`src/rtl/sub_refill.sv`:
```
// Sub-SRAM refill engine: copies one SUB_DEPTH-word block from flash into a victim sub-SRAM.
// Define REFILL_TIMEOUT_EN to abort a stalled flash read after TIMEOUT idle cycles (fill_err=1).
module sub_refill #(
   parameter int ADDR_W    = 32,
   parameter int DATA_W    = 32,
   parameter int SUB_DEPTH = 16,
   parameter int SUB_SEL_W = 2,
   parameter int TIMEOUT   = 255
) (
   input  logic                         clk,
   input  logic                         grst,
   input  logic                         fill_req,
   input  logic [ADDR_W-1:0]            fill_base,
   input  logic [SUB_SEL_W-1:0]         fill_sub,
   output logic                         fill_ack,
   output logic                         fill_done,
   output logic                         fill_err,
   output logic                         busy,
   output logic                         flash_req,
   output logic [ADDR_W-1:0]            flash_addr,
   input  logic                         flash_gnt,
   input  logic                         flash_rvalid,
   input  logic [DATA_W-1:0]            flash_rdata,
   output logic                         sram_we,
   output logic [SUB_SEL_W-1:0]         sram_sel,
   output logic [$clog2(SUB_DEPTH)-1:0] sram_waddr,
   output logic [DATA_W-1:0]            sram_wdata
);

   localparam int OFF_W = $clog2(SUB_DEPTH);

   if (SUB_DEPTH < 2 || (1 << OFF_W) != SUB_DEPTH || TIMEOUT < 1) begin : g_bad_params
      $error("sub_refill: SUB_DEPTH must be a power of two >= 2 and TIMEOUT >= 1");
   end

   typedef enum logic [2:0] {IDLE, ISSUE, WAIT, WRITE, DONE} state_t;

   state_t            state_q, state_d;
   logic [ADDR_W-1:0] base_q;
   logic [SUB_SEL_W-1:0] sub_q;
   logic [OFF_W-1:0]  k_q;
   logic [DATA_W-1:0] data_q;
   logic              early_q;
   logic              accept;
   logic              last_word;
   logic              timeout_hit;

   // Acceptance is gated by grst so no ack can leak out while the block is held in reset.
   assign accept    = (state_q == IDLE) && fill_req && grst;
   assign last_word = (k_q == OFF_W'(SUB_DEPTH - 1));

`ifdef REFILL_TIMEOUT_EN
   localparam int TMO_W = $clog2(TIMEOUT + 1);

   logic [TMO_W-1:0] tmo_q;
   logic             err_q;
   logic             counting;

   assign counting = ((state_q == ISSUE) && !flash_gnt && !flash_rvalid) ||
                     ((state_q == WAIT) && !flash_rvalid && !early_q);
   assign timeout_hit = counting && (tmo_q == TMO_W'(TIMEOUT - 1));

   always_ff @(posedge clk or negedge grst) begin
      if (!grst) begin
         tmo_q <= '0;
         err_q <= 1'b0;
      end else begin
         tmo_q <= counting ? tmo_q + TMO_W'(1) : '0;
         if (accept)
            err_q <= 1'b0;
         else if (timeout_hit)
            err_q <= 1'b1;
      end
   end

   assign fill_err = (state_q == DONE) && err_q;
`else
   assign timeout_hit = 1'b0;
   assign fill_err    = 1'b0;
`endif

   always_ff @(posedge clk or negedge grst) begin
      if (!grst) begin
         state_q <= IDLE;
         base_q  <= '0;
         sub_q   <= '0;
         k_q     <= '0;
         data_q  <= '0;
         early_q <= 1'b0;
      end else begin
         state_q <= state_d;
         if (accept) begin
            base_q  <= fill_base & ~ADDR_W'(SUB_DEPTH - 1);
            sub_q   <= fill_sub;
            k_q     <= '0;
            early_q <= 1'b0;
         end
         // Data returned in the grant cycle itself is kept so WAIT can move straight on.
         if ((state_q == ISSUE) && flash_gnt && flash_rvalid) begin
            data_q  <= flash_rdata;
            early_q <= 1'b1;
         end else if ((state_q == WAIT) && flash_rvalid && !early_q) begin
            data_q <= flash_rdata;
         end
         if (state_q == WRITE) begin
            early_q <= 1'b0;
            if (!last_word)
               k_q <= k_q + OFF_W'(1);
         end
      end
   end

   always_comb begin
      state_d = state_q;
      unique case (state_q)
         IDLE:    if (accept) state_d = ISSUE;
         ISSUE: begin
            if (timeout_hit)
               state_d = DONE;
            else if (flash_gnt)
               state_d = WAIT;
         end
         WAIT: begin
            if (timeout_hit)
               state_d = DONE;
            else if (flash_rvalid || early_q)
               state_d = WRITE;
         end
         WRITE:   state_d = last_word ? DONE : ISSUE;
         DONE:    state_d = IDLE;
         default: state_d = IDLE;
      endcase
   end

   // Buses are forced to zero outside their owning state so reset drives every output low.
   always_comb begin
      fill_ack   = accept;
      fill_done  = (state_q == DONE);
      busy       = (state_q != IDLE) || accept;
      flash_req  = (state_q == ISSUE);
      flash_addr = '0;
      sram_we    = (state_q == WRITE);
      sram_sel   = '0;
      sram_waddr = '0;
      sram_wdata = '0;
      if (state_q == ISSUE)
         flash_addr = base_q + ADDR_W'(k_q);
      if (state_q == WRITE) begin
         sram_sel   = sub_q;
         sram_waddr = k_q;
         sram_wdata = data_q;
      end
   end

endmodule

```
`config.mk`:
```
export PLATFORM = sky130hd
export DESIGN_NAME = sub_refill
export DESIGN_NICKNAME = d
export VERILOG_FILES = /design/src/rtl/sub_refill.sv
export SDC_FILE = /design/constraint.sdc
export NUM_CORES = 1
export LEC_CHECK = 0
export ABC_AREA = 1
export CORE_MARGIN = 1
export CORE_UTILIZATION = 42
export CTS_BUF_LIST = sky130_fd_sc_hd__clkbuf_8 sky130_fd_sc_hd__clkbuf_16
export CTS_CLUSTER_SIZE = 25
export DETAILED_ROUTE_END_ITERATION = 8
export GPL_TIMING_DRIVEN = 0
export PLACE_DENSITY = 0.79
export SETUP_SLACK_MARGIN = 0.05
export SLEW_MARGIN = 15
export SYNTH_ARGS = -nofsm -noshare
export SYNTH_HDL_FRONTEND = slang
export SYNTH_SLANG_ARGS = --single-unit
```
`constraint.sdc`:
```
create_clock -name clk -period 1.77 [get_ports clk]
set_input_delay 0.531 -clock clk [delete_from_list [all_inputs] [get_ports clk]]
set_output_delay 0.531 -clock clk [all_outputs]
set_load 0.01 [all_outputs]
```
**Yosys cells after proc, flatten, opt, wreduce, memory -nomap -nowiden**

Cells that the tools add are included.

- Add/sub/neg operators: 2
- Equality and inequality tests: 8
- Muxes and demuxes: 17
- Reductions and logical operators: 14

Operators with widths:

| operator | number |
|---|---|
| $mux W32 | 4 |
| $add A32 B4 Y32 | 1 |
| $mux W4 | 4 |
| $mux W3 | 4 |
| $pmux W3 S4 | 1 |
| $eq A3 B2 Y1 const B | 2 |
| $logic_and A1 B1 Y1 | 6 |
| $reduce_bool A3 Y1 | 2 |
| $add A4 B1 Y4 const B | 1 |
| $eq A4 B4 Y1 const B | 1 |
| $ne A2 B1 Y1 const B | 2 |
| $eq A3 B1 Y1 const B | 1 |
| $eq A3 B3 Y1 const B | 1 |
| $logic_not A3 Y1 | 1 |
| $mux W1 | 3 |
| $reduce_and A3 Y1 | 1 |
| $logic_or A1 B1 Y1 | 2 |
| $mux W2 | 1 |
| $ne A2 B2 Y1 const B | 1 |
| $reduce_bool A2 Y1 | 1 |
| $logic_not A1 Y1 | 1 |

- Bits in registers: 70
- Bits of input ports: 71
- Output and inout port bits: 76
- Logic and storage cells: 47

**Longest topological paths before layout**

- Depth in word-level cells: 6
- Depth in mapped cells: 8
- Gate-level depth less buffers: 7

**Least setup slack after synthesis**

Ideal clock, no wire load.

- Kind: reg-to-output
- Start: register state_q[2]
- End: output sram_sel[0]
- Data arrival time: 1122 ps
- Required time: 1239 ps
- Path slack: 117 ps
- Stages on the path, launching flop included: 6
- Buffers on the path: 2
- Path through: dfrtp_1 inv_2 nand3_1 buf_2 buf_2 nor2_1

- Longest elaborated chain between the ends: 2

RTL lines:

| what | RTL line | text |
|---|---|---|
| start, declared | 38 | `state_t state_q, state_d;` |
| start signal, assigned | 91 | `state_q <= state_d;` |
| $eq A3 B2 Y1 | 148 | `if (state_q == WRITE) begin` |
| $mux W2 | 148 |  |
| end, declared | 25 | `output logic [SUB_SEL_W-1:0] sram_sel,` |

No other way between the ends.

**Worst setup path in the final report**

- Start: register state_q[2]
- End: output sram_waddr[0]

- Longest elaborated chain between the ends: 2

RTL lines:

| what | RTL line | text |
|---|---|---|
| $eq A3 B2 Y1 | 148 |  |
| $mux W4 | 148 |  |
| end, declared | 26 | `output logic [$clog2(SUB_DEPTH)-1:0] sram_waddr,` |

No other way between the ends.

==> impl_metrics.env <==
export IMPL_combPwrFrac_pct=53.4
export IMPL_power_share_sequential_pct=30.9
export IMPL_htree_levels=3
export IMPL_netlist_top_cells_area="dfrtp_1 (52%), nand2_1 (12%), nor2_1 (8.7%)"
export IMPL_numCtsBuffers=9
export IMPL_fmaxAchievable_mhz=479
export IMPL_initial_core_util_pct=43.3
export IMPL_worstSetupStartpointType="register"
export IMPL_crit_path_end="sram_waddr[0]"
export IMPL_setup_viol=75
export IMPL_drtIter0Drc=98
export IMPL_power_frac_clock_pct=15.7
export IMPL_internal_power_mw=5.29
export IMPL_period_needed_ns=2.09
export IMPL_final_core_util_pct=75.8
export IMPL_drc=0
export IMPL_reg2reg_depth=8
export IMPL_synth_nets=514
export IMPL_grt_pass1_wl_mm=15.9
export IMPL_cts_root_buf="clkbuf_8"
export IMPL_pin_count=147
export IMPL_slew_violations=0
export IMPL_fp_dieH_um=91.3
export IMPL_total_power_mw=8.81
export IMPL_fin_ws_ns=-0.319
export IMPL_end_kind="output port"
export IMPL_vias_per_cell=4.82
export IMPL_gp_congestion=0.768
export IMPL_r2r_end="data_q[2]"
export IMPL_critPathKind="reg2out"
export IMPL_power_switching_mw=3.52
export IMPL_hold_viol=0
export IMPL_rrSetupSlack_ns=0.19
export IMPL_stdcell_area_um2=5860
export IMPL_clk_pin_slew_ns=0.07
export IMPL_fin_skew_ns=0.0118
export IMPL_setup_tns_ns=-18.09
export IMPL_ir_drop_uv=1010
export IMPL_status="finished with violations"
export IMPL_yosysWarningCount=0
export IMPL_violations="setup timing"
export IMPL_cts_tree="done"
export IMPL_port_buffers=141
export IMPL_cts_hold_fix_buffers=0
export IMPL_ys_ff_latch=70
export IMPL_num_rows=32
export IMPL_synth_cell_types=23
export IMPL_first_pass_iters=4
export IMPL_r2r_start="state_q[2]"
export IMPL_drive_above_1_share_pct=33.7
export IMPL_postPlaceCellArea_um2=4900
export IMPL_dp_hpwl_mm=6.41
export IMPL_coreArea_um2=7730
export IMPL_die_x_um=91.3
export IMPL_area_growth_pct=75.1
export IMPL_diodes=0
export IMPL_hold_path_class="in2async"
export IMPL_power_density_nw_per_um2=1500
export IMPL_grt_setup_unrepaired="yes"
export IMPL_crit_start="state_q[2]"
export IMPL_clk_latency_ns=0.34
export IMPL_arrival_ns=1.56
export IMPL_antenna_found_initial=0
export IMPL_syn_area_per_cell_um2=7.57
export IMPL_synth_area_um2=3350
export IMPL_p_sw_share_pct=39.9
export IMPL_overflow=0
export IMPL_synth_top_area_share_pct=52.3
export IMPL_cts_max_path_buffers=2
export IMPL_synth_seq_area_share_pct=52.3
export IMPL_vias=3527
export IMPL_max_cap_violations=0
export IMPL_grt_max_degree=32
export IMPL_leakage_nw=2.91
export IMPL_fillCellCount=540
export IMPL_yosys_area_top_type="dfrtp_1"
export IMPL_cp_required_ns=1.24
export IMPL_wl_mm=10.4
export IMPL_grt_pass1_vias=3435
export IMPL_wire_per_inst_um=14.3
export IMPL_cts_num_sinks=70
export IMPL_period_share_pct=118
export IMPL_die_area_um2=8330
export IMPL_syn_inst=442
export IMPL_drtAntennaViolNets=0
export IMPL_crit_fanout=5
export IMPL_grt_use_total_pct=24.2
export IMPL_finalNetCount=696
==> cell type report <==
type / count / area (um^2) / area share [%]
inverter: 74 / 280 / 4.78
timing repair buffer: 171 / 1680 / 28.7
clock inverter: 7 / 90.1 / 1.54
sequential: 70 / 1750 / 29.9
tap: 102 / 128 / 2.18
multi-input combinational: 275 / 1550 / 26.5
clock buffer: 9 / 124 / 2.11
buffer: 23 / 251 / 4.29
==> Yosys cell counts <==
cell type  instances
inv_2              2
inv_1             72
nand2_2            1
o21bai_1           1
a21oi_1            2
nand4_2            1
buf_4              4
dfrtp_1           70
o21ai_0           32
buf_6              3
ha_1               1
nor2_1            78
clkbuf_1           5
conb_1             1
nand3_2            2
clkbuf_2           1
or2_2              1
buf_2             10
nor3_1             1
nand2_4            1
nand2_1          109
nand3_1           42
nor2_2             2
==> cell families (layout without fill, tap and decap cells) <==
| family | after synthesis | in the layout | synth area share, % |
|---|---|---|---|
| other | 1 | 1 | 0.112 |
| buffers and inverters | 97 | 284 | 12.4 |
| DFF | 70 | 70 | 52.3 |
| AOI/OAI and AO/OA | 35 | 35 | 5.31 |
| adders and majority gates | 1 | 1 | 0.374 |
| and+or+nand+nor | 238 | 238 | 29.5 |
==> routing by layer <==
metal | track usage (%) | routed length (um) | up-vias
met4 | 8.99 | 229 | 0
met5 | 0 | 0 | -
met1 | 29.9 | 4100 | 1666
met2 | 41.6 | 5270 | 155
li1 | - | - | 1685
met3 | 5.28 | 827 | 21
==> repair_timing <==
action | in CTS | in global routing
resized for setup | 386 | 108
endpoints found under the setup margin | 100 | 106
cloned | 4 | 2
pin swaps | 6 | 9
setup buffers | 17 | 7
==> per-stage QoR <==
step / worst slack, ns / hold WS [ns] / std cells
5_1_grt: -0.370 / 0.0164 / 731
3_3_place_gp: -3.70 / 0.493 / 685
4_1_cts: -0.329 / 0.0116 / 723
6_report: -0.319 / 0.0177 / 731
2_1_floorplan: 0.117 / 0.235 / 442
3_5_place_dp: -1.17 / 0.490 / 686
==> critical path: stages (launching register included) <==
cell and delay [ns]:
dfrtp_1 0.43, inv_2 0.12, nand3_4 0.13, buf_8 0.18
buf_12 0.13, nor2_1 0.08, buf_2 0.15
==> power by group through the flow <==
stage	Combinational [mW]	Clock (mW)	Sequential (mW)
after floorplan	1.92	0	2.63
after global placement	3.23	0	2.69
after detailed placement	3.34	0	2.72
after CTS	3.79	1.41	2.71
after global routing	5.16	1.46	2.81
final	4.71	1.38	2.72
==> cell usage in the layout, fill, tap and decap left out, types with 3 or more instances in the layout <==
cell / instances
clkdlybuf4s50_1: 64
nand3_1: 41
clkbuf_16: 3
buf_4: 21
inv_1: 70
o21ai_0: 32
clkbuf_8: 11
dfrtp_1: 69
nand2_1: 107
buf_2: 39
nor2_1: 27
buf_12: 8
nor2_4: 41
nor2_2: 12
buf_6: 50
inv_2: 4
==> state kept, by name, summed over array words and instances, names as in the netlist <==
signal   count
base_q      28
data_q      32
early_q      1
k_q          4
state_q      3
sub_q        2
==> worst min path at each step <==
stage / cells past startpoint / start / to
2_1_floorplan: 0 / grst / base_q[10]
3_3_place_gp: 2 / data_q[2] / data_q[2]
3_5_place_dp: 1 / grst / base_q[16]
4_1_cts: 1 / grst / base_q[16]
5_1_grt: 1 / grst / base_q[13]
6_report: 1 / grst / base_q[16]
Power figures use the tool's default switching activity.
